==> src/rtl/wlmr_pkg.sv <==
// Shared sizing helpers for the word-level Montgomery reducer.
package wlmr_pkg;

  // Number of word-reduction steps K = ceil(a/b).
  function automatic int clog_div(input int a, input int b);
    return (a + b - 1) / b;
  endfunction

  // Per-stage datapath width: one guard bit above the 2*LOGQ product.
  function automatic int stage_w(input int logq);
    return 2 * logq + 1;
  endfunction

endpackage

==> src/rtl/wlmr_step.sv <==
// One combinational Montgomery word step: T' = (T + m*q) / 2^WORD_SIZE, using q = qH*2^W + 1.
module wlmr_step
  import wlmr_pkg::*;
#(
  parameter int LOGQ      = 32,
  parameter int WORD_SIZE = 16,
  parameter int SW        = stage_w(LOGQ)
) (
  input  logic [SW-1:0]             t,
  input  logic [LOGQ-WORD_SIZE-1:0] qh,
  output logic [SW-1:0]             t_next
);

  logic [WORD_SIZE-1:0] t_lo;
  logic [WORD_SIZE-1:0] m;
  logic [LOGQ-1:0]      mq;

  assign t_lo = t[WORD_SIZE-1:0];
  assign m    = -t_lo;
  assign mq   = {{(LOGQ-WORD_SIZE){1'b0}}, m} * {{WORD_SIZE{1'b0}}, qh};

  // The low word of T + m*q is always zero; its carry out is exactly (t_lo != 0).
  assign t_next = (t >> WORD_SIZE)
                + {{(SW-LOGQ){1'b0}}, mq}
                + {{(SW-1){1'b0}}, (t_lo != '0)};

endmodule

==> src/rtl/wlmr_reduce.sv <==
// Pipelined word-level Montgomery reduction, out = T*2^(-K*W) mod q; latency K+1 (K with WLMR_LAZY_OUT_EN, result < 2q).
// stall freezes every register including valids; no ready path, one operand per cycle otherwise.
module wlmr_reduce
  import wlmr_pkg::*;
#(
  parameter int              LOGQ      = 32,
  parameter longint unsigned Q_VALUE   = 0,
  parameter int              WORD_SIZE = 16,
  parameter int              TAG_W     = 8
) (
  input  logic                      clk,
  input  logic                      rst,
  input  logic [LOGQ-WORD_SIZE-1:0] qH,
  input  logic                      stall,
  input  logic                      in_valid,
  input  logic [2*LOGQ-1:0]         in_data,
  input  logic [TAG_W-1:0]          in_tag,
  output logic                      out_valid,
  output logic [LOGQ-1:0]           out_data,
  output logic [TAG_W-1:0]          out_tag
);

  localparam int              K  = clog_div(LOGQ, WORD_SIZE);
  localparam int              SW = stage_w(LOGQ);
  localparam logic [LOGQ-1:0] QV = LOGQ'(Q_VALUE);

  typedef struct packed {
    logic             valid;
    logic [TAG_W-1:0] tag;
    logic [SW-1:0]    t;
  } stage_t;

  logic [LOGQ-WORD_SIZE-1:0] qh_eff;
  assign qh_eff = (Q_VALUE != 0) ? QV[LOGQ-1:WORD_SIZE] : qH;

  for (genvar k = 0; k < K; k++) begin : g_stage
    logic [SW-1:0]    step_in;
    logic [SW-1:0]    step_out;
    logic             vld_in;
    logic [TAG_W-1:0] tag_in;
    stage_t           st;

    if (k == 0) begin : g_first
      assign step_in = {1'b0, in_data};
      assign vld_in  = in_valid;
      assign tag_in  = in_tag;
    end else begin : g_next
      assign step_in = g_stage[k-1].st.t;
      assign vld_in  = g_stage[k-1].st.valid;
      assign tag_in  = g_stage[k-1].st.tag;
    end

    wlmr_step #(
      .LOGQ      (LOGQ),
      .WORD_SIZE (WORD_SIZE),
      .SW        (SW)
    ) u_step (
      .t      (step_in),
      .qh     (qh_eff),
      .t_next (step_out)
    );

    always_ff @(posedge clk) begin
      if (rst) begin
        st <= '0;
      end else if (!stall) begin
        st.valid <= vld_in;
        st.tag   <= tag_in;
        st.t     <= step_out;
      end
    end
  end

  stage_t last;
  assign last = g_stage[K-1].st;

`ifdef WLMR_LAZY_OUT_EN
  logic unused_hi;
  assign unused_hi = ^last.t[SW-1:LOGQ];

  assign out_valid = last.valid;
  assign out_data  = last.valid ? last.t[LOGQ-1:0] : '0;
  assign out_tag   = last.tag;
`else
  logic [LOGQ-1:0] q;
  logic [SW-1:0]   d;
  logic [LOGQ-1:0] red;
  logic            unused_hi;

  // T_K < 2q, so a single conditional subtract lands in [0,q).
  assign q         = {qh_eff, {{(WORD_SIZE-1){1'b0}}, 1'b1}};
  assign d         = last.t - {{(LOGQ+1){1'b0}}, q};
  assign red       = d[SW-1] ? last.t[LOGQ-1:0] : d[LOGQ-1:0];
  assign unused_hi = ^d[SW-2:LOGQ];

  always_ff @(posedge clk) begin
    if (rst) begin
      out_valid <= 1'b0;
      out_data  <= '0;
      out_tag   <= '0;
    end else if (!stall) begin
      out_valid <= last.valid;
      out_data  <= last.valid ? red : '0;
      out_tag   <= last.tag;
    end
  end
`endif

endmodule

==> config.mk <==
export PLATFORM = sky130hd
export DESIGN_NAME = wlmr_reduce
export DESIGN_NICKNAME = d
export VERILOG_FILES = /design/src/rtl/wlmr_pkg.sv /design/src/rtl/wlmr_step.sv /design/src/rtl/wlmr_reduce.sv
export SDC_FILE = /design/constraint.sdc
export NUM_CORES = 2
export LEC_CHECK = 0
export BUFFER_PORTS_ARGS = -buffer_cell sky130_fd_sc_hd__buf_2
export CORE_AREA = 2 2 307 309
export DETAILED_ROUTE_END_ITERATION = 12
export DIE_AREA = 0 0 309 311
export HOLD_SLACK_MARGIN = 0.06
export SETUP_SLACK_MARGIN = 0.4
export SLEW_MARGIN = 20
export SYNTH_ARGS = -nofsm -noshare
export SYNTH_HDL_FRONTEND = slang
export SYNTH_HIERARCHICAL = 1
export SYNTH_SLANG_ARGS = --single-unit
export TNS_END_PERCENT = 50
==> constraint.sdc <==
create_clock -name clk -period 20.8 [get_ports clk]
set_clock_uncertainty 0.1 [all_clocks]
set_input_delay 3.12 -clock clk [delete_from_list [all_inputs] [get_ports clk]]
set_output_delay 3.12 -clock clk [all_outputs]
set_load 0.02 [all_outputs]
# ---- Word level (Yosys, flattened, before mapping)
# Cells that the tools add are included.
dict set report op_classes {
  bitwise 0
  n_mul 2
  div 0
  n_reduce_logical 2
  n_shift 0
  addsub 7
  eq_ne 0
  muxes 2
  order_cmp 0
}
# operator n
set ops {}
lappend ops {{subtractor 65 x 32 -> 65 bit} 1}
lappend ops {{multiplier 16 x 16 -> 32 bit} 2}
lappend ops {{2-to-1 mux 32 bit} 2}
lappend ops {{adder 50 x 1 -> 51 bit} 1}
lappend ops {{adder 49 x 1 -> 50 bit} 1}
lappend ops {{adder 49 x 32 -> 50 bit} 1}
lappend ops {{adder 48 x 32 -> 49 bit} 1}
lappend ops {{negation 16 bit} 2}
lappend ops {{nonzero test 16 bit} 2}
dict set report totals {
  output_inout_bits 41
  latch_bits 0
  inputBits 92
  elab_cells 22
  ramBits 0
  regBits 189
  memories 0
  romBits 0
}

# ---- Longest topological paths before layout
dict set report depth {
  depth_word 4
  ltp_mapped 37
  ltp_nobuf 33
}

# ---- Cells and area by module
# Netlist, hierarchy kept.
# module area_per_inst_um2 cells_per_inst seq_area_each_um2 n_inst
set modules_own_cells {}
lappend modules_own_cells {{wlmr_step at g_stage[0].u_step} 12290.5 1544 0.0 1}
lappend modules_own_cells {{wlmr_step at g_stage[1].u_step} 11912.7 1478 0.0 1}
lappend modules_own_cells {wlmr_reduce 8054.0 844 3783.6 1}

# ---- Worst setup path before layout
# No wires, ideal clock.
dict set report synth_timing {
  path_type {input -> register}
  startpoint {in in_data[2]}
  endpoint {reg, netlist name g_stage[1].step_in[48]}
  stages 32
  path_buffers 2
  required_ps 20572
  t_arrival_ps 11186
  slack_ps 9387
  setup_ps 128
  path_cell_list {nor3_1 > nand2b_1 > nor4_1 > nor2b_1 > nand2_1 > nor4_1 > xnor2_1 > clkbuf_1 > nand2_1 > fa_1 > fa_1 > inv_1 > fa_1 > fa_1 > fa_1 > inv_1 > fa_1 > inv_1 > ha_1 > clkbuf_1 > a21oi_1 > o21ai_1 > a221oi_1 > o21ai_1 > o21a_1 > xor2_1 > o2111ai_1 > or4b_4 > nor4_4 > xnor2_1 > mux2i_1 > nor2_1}
}
dict set report synth_between {
  elab_chain_cells 4
  elab_cells_between_ends 5
  classes_between {add/sub (3); mul (1); reduce/logical (1)}
}
# item line
set synth_rtl {}
lappend synth_rtl {{start: declaration} wlmr_reduce.sv:16} ;# input logic [2*LOGQ-1:0] in_data,
lappend synth_rtl {{negation 16 bit} wlmr_step.sv:19} ;# assign m = -t_lo;
lappend synth_rtl {{multiplier 16 x 16 -> 32 bit} wlmr_step.sv:20} ;# assign mq = {{(LOGQ-WORD_SIZE){1'b0}}, m} * {{WORD_SIZE{1'b0}}, qh};
lappend synth_rtl {{adder 48 x 32 -> 49 bit} wlmr_step.sv:24} ;# + {{(SW-LOGQ){1'b0}}, mq}
lappend synth_rtl {{adder 49 x 1 -> 50 bit (*)} wlmr_step.sv:25} ;# + {{(SW-1){1'b0}}, (t_lo != '0)};
lappend synth_rtl {{named net g_stage[0].step_out[48]} wlmr_reduce.sv:38} ;# logic [SW-1:0] step_out;
# Mark *: on every way through the listed nets, which the timed path passes. The rest lies on a longest branch.
# A chain may end at the register's enable or synchronous reset.

# ---- Final worst setup path
dict set report layout_timing {
  startpoint {in in_data[2]}
  endpoint {reg, netlist name g_stage[1].step_in[41]}
}
dict set report layout_between {
  elab_chain_cells 4
  elab_cells_between_ends 5
  classes_between {add/sub (3); mul (1); reduce/logical (1)}
}
# item line
set layout_rtl {}
lappend layout_rtl {{negation 16 bit} wlmr_step.sv:19}
lappend layout_rtl {{multiplier 16 x 16 -> 32 bit} wlmr_step.sv:20}
lappend layout_rtl {{adder 48 x 32 -> 49 bit} wlmr_step.sv:24}
lappend layout_rtl {{adder 49 x 1 -> 50 bit (*)} wlmr_step.sv:25}
lappend layout_rtl {{named net g_stage[0].step_out[41]} wlmr_reduce.sv:38}
# Marked as above.

==> reports/metrics.csv <==
metric,value,unit
first-pass GRT wire length,141,mm
TNS Setup,0,ns
CTS tree,done,
post-CTS setup buffers,0,
endpoints failing hold,0,
clock slew at reported path FFs,0.08,ns
synth top area cells,"fa_1, dfxtp_1, ha_1",
Yosys warning count,6,
CP dominant cell by count,fa_1,
CP Max Fanout,16,
Syn Std Cell Area,0.0323,sq mm
DR pass1 iterations,5,
RSZ-0062 raised after global routing,false,
crit share post-route,0.587,
RR Endpoint,g_stage[1].st[49]$_SDFFE_PP0N_,
post-DP HPWL,66.2,mm
I/O pin total,133,
"Seq/Total Area, Yosys",0.117,
Port Buf Inserts,132,
worst-case clock buffer depth,2,
Critical Path AT,12.43,ns
CP Class,in2reg,
Yosys reg bits,189,
Slew @ Worst Pin,1.13,ns
die width,309,um
CP Data Required Time,21.02,ns
capture point of the worst path,g_stage[1].step_in[41]$_SDFFE_PP0N_,
H-tree levels,4,
CTS Hold Buffers Added,0,
Die Y,311,um
f_max,81.9,MHz
CP max stage cell,o41ai_1,
CP bufs+invs,5,
Crit path depth,32,
final wirelength,84.3,mm
Clock Sinks,189,
"area leader, netlist",fa_1,
Netlist cell types,101,
layout cells sized above 1,0.0689,
Vias/cell,5.03,
Critical path origin,in_data[2],
Worst-Skew Late Latency,0.47,ns
final instance area,0.0346,sq mm
"FFs w/ async S/R, synth",0,
TritonCTS buffer count,17,
Fin Hold WS,0.348,ns
Hold Path Class,reg2reg,
largest net degree at the start of global routing,83,
WL per Instance,16.4,um
DP Area,0.0341,sq mm
DR vias,25900,
"EDFF count, synth",0,
initial antenna violation count,14,
RR Startpoint,g_stage[1].step_in[2]$_SDFFE_PP0N_,
max-cap check violation count,0,
Root Buffer,clkbuf_16,
post-synth top area share,0.281,
storage element area,0.00378,sq mm
Slew Limit Headroom,0.244,
initial drt markers,1588,
Critical Path Max Stage Delay,0.73,ns
Max Slew Vio Count,0,
grt ovf,0,
Resize count post-CTS,0,
Worst R2R Setup Slack,10.72,ns
P&R area growth vs syn,7.42,%
# setup viols final,0,
vias in the first global route,26600,
Final Net Count,4664,
final worst path period need,12.20,ns
Crit. End Element,register,
Reg2Reg Depth,28,
fillcell total,9673,
core footprint,0.0928,sq mm
Die Footprint,0.0961,sq mm
"delay-heaviest family, CP",adder cells,
mean post-synth cell area,8.34,sq um
gpl congestion,0.894,
FP Rows,112,
# DRC,0,
status,completed,
crit path launch type,primary input,
Multi-input gate area,0.0253,sq mm
number of nets with antenna violations after routing,0,
GR Util All Layers,0.182,
Gate Count Post-Synth,3866,
Starting Density,0.348,
Synth Flop Type,dfxtp_1,
==> worst min-delay path by stage <==
stage / from / endpoint / slack, ns / cells after the start
global placement: out_data[15]$_SDFFE_PP0N_ / out_data[15]$_SDFFE_PP0N_ / 0.33 / 2
floorplan: g_stage[1].st[53]$_SDFFE_PP0N_ / g_stage[1].st[53]$_SDFFE_PP0N_ / 0.36 / 2
finish: out_data[15]$_SDFFE_PP0N_ / out_data[15]$_SDFFE_PP0N_ / 0.35 / 2
CTS: out_data[15]$_SDFFE_PP0N_ / out_data[15]$_SDFFE_PP0N_ / 0.35 / 2
global route: out_data[19]$_SDFFE_PP0N_ / out_data[19]$_SDFFE_PP0N_ / 0.37 / 2
detailed placement: out_data[15]$_SDFFE_PP0N_ / out_data[15]$_SDFFE_PP0N_ / 0.34 / 2
==> layout by cell type, fill, tap and decap left out, drive strengths merged, types with 19 or more instances in the layout <==
master and count:
dfxtp 189, o21ai 102, nand4 50, and2 268, conb 32, nand3 60
buf 153, xnor2 131, nor2 260, xor2 83, inv 687, a21o 25
nor3 72, nor4 47, fa 452, mux2i 169, ha 243, and3 25
a21oi 115, a211oi 19, nand2 423, o211ai 21
==> per-layer routing <==
| layer | vias up | wire length [um] | track usage |
|---|---|---|---|
| li1 | 12300 | - | - |
| met5 | - | 69 | 0 |
| met4 | 12 | 2880 | 0.0626 |
| met1 | 12800 | 37000 | 0.239 |
| met2 | 596 | 40700 | 0.309 |
| met3 | 154 | 3740 | 0.0188 |
==> cells in the mapped netlist (12+ instances only) <==
library cell,n
o21ai_0,55
and3_1,23
a211oi_1,17
or3_1,13
nor4_1,34
buf_1,17
nor3_1,67
nor4_2,12
a21oi_1,112
nand4_1,50
nor2b_1,16
nand3_1,59
nor3b_1,12
xor2_1,83
fa_1,452
nand2_1,423
clkbuf_1,121
buf_4,31
o21ai_1,46
nor2_1,258
dfxtp_1,189
buf_2,21
a21o_1,25
and2_1,268
ha_1,243
o211ai_1,20
inv_1,681
and4_1,17
xnor2_1,129
mux2i_1,169
==> registers in the layout (all words and copies together), names as in the netlist <==
name             cells
g_stage.st          74
g_stage.step_in     65
g_stage.tag_in       8
g_stage.vld_in       1
out_data            32
out_tag              8
out_valid            1
==> layout make-up <==
class | instances | area share
Multi-Input combinational cell | 2834 | 0.730
Sequential cell | 189 | 0.109
Inverter | 681 | 0.0738
Tap cell | 1254 | 0.0453
Timing Repair Buffer | 154 | 0.0242
Clock buffer | 17 | 0.0123
Clock inverter | 15 | 0.00437
Antenna cell | 7 | 0.000506
==> per-stage QoR <==
step                      instances  setup slack, ns  utilization
final                          5151             8.60        0.374
after global routing           5148             7.97        0.373
after CTS                      5144             8.72        0.373
after detailed placement       5112             8.25        0.367
after global placement         5112             8.37        0.367
after floorplan                3895             9.39            -
==> worst register-to-register path: cells and delay by family, from the launching register on <==
family	cells	cell delay, ns
AOI/OAI and AO/OA	5	1.96
muxes	1	0.10
buffers and inverters	3	0.14
DFF	1	0.37
xor gates and xnor gates	2	1.06
and+or+nand+nor	10	2.78
adders and majority gates	7	3.49
==> logic make-up (layout without fill, tap and decap cells) <==
family,after synthesis,count (layout),synth area share
xor gates and xnor gates,214,214,0.0586
muxes,172,172,0.0535
buffers and inverters,872,867,0.106
AOI/OAI and AO/OA,393,393,0.0797
and+or+nand+nor,1328,1328,0.210
adders and majority gates,695,695,0.375
other,3,39,0.000349
DFF,189,189,0.117
Power is left out: the tool's default activity adds up to more than one toggle a clock period on the data nets, which glitch-free logic cannot reach.
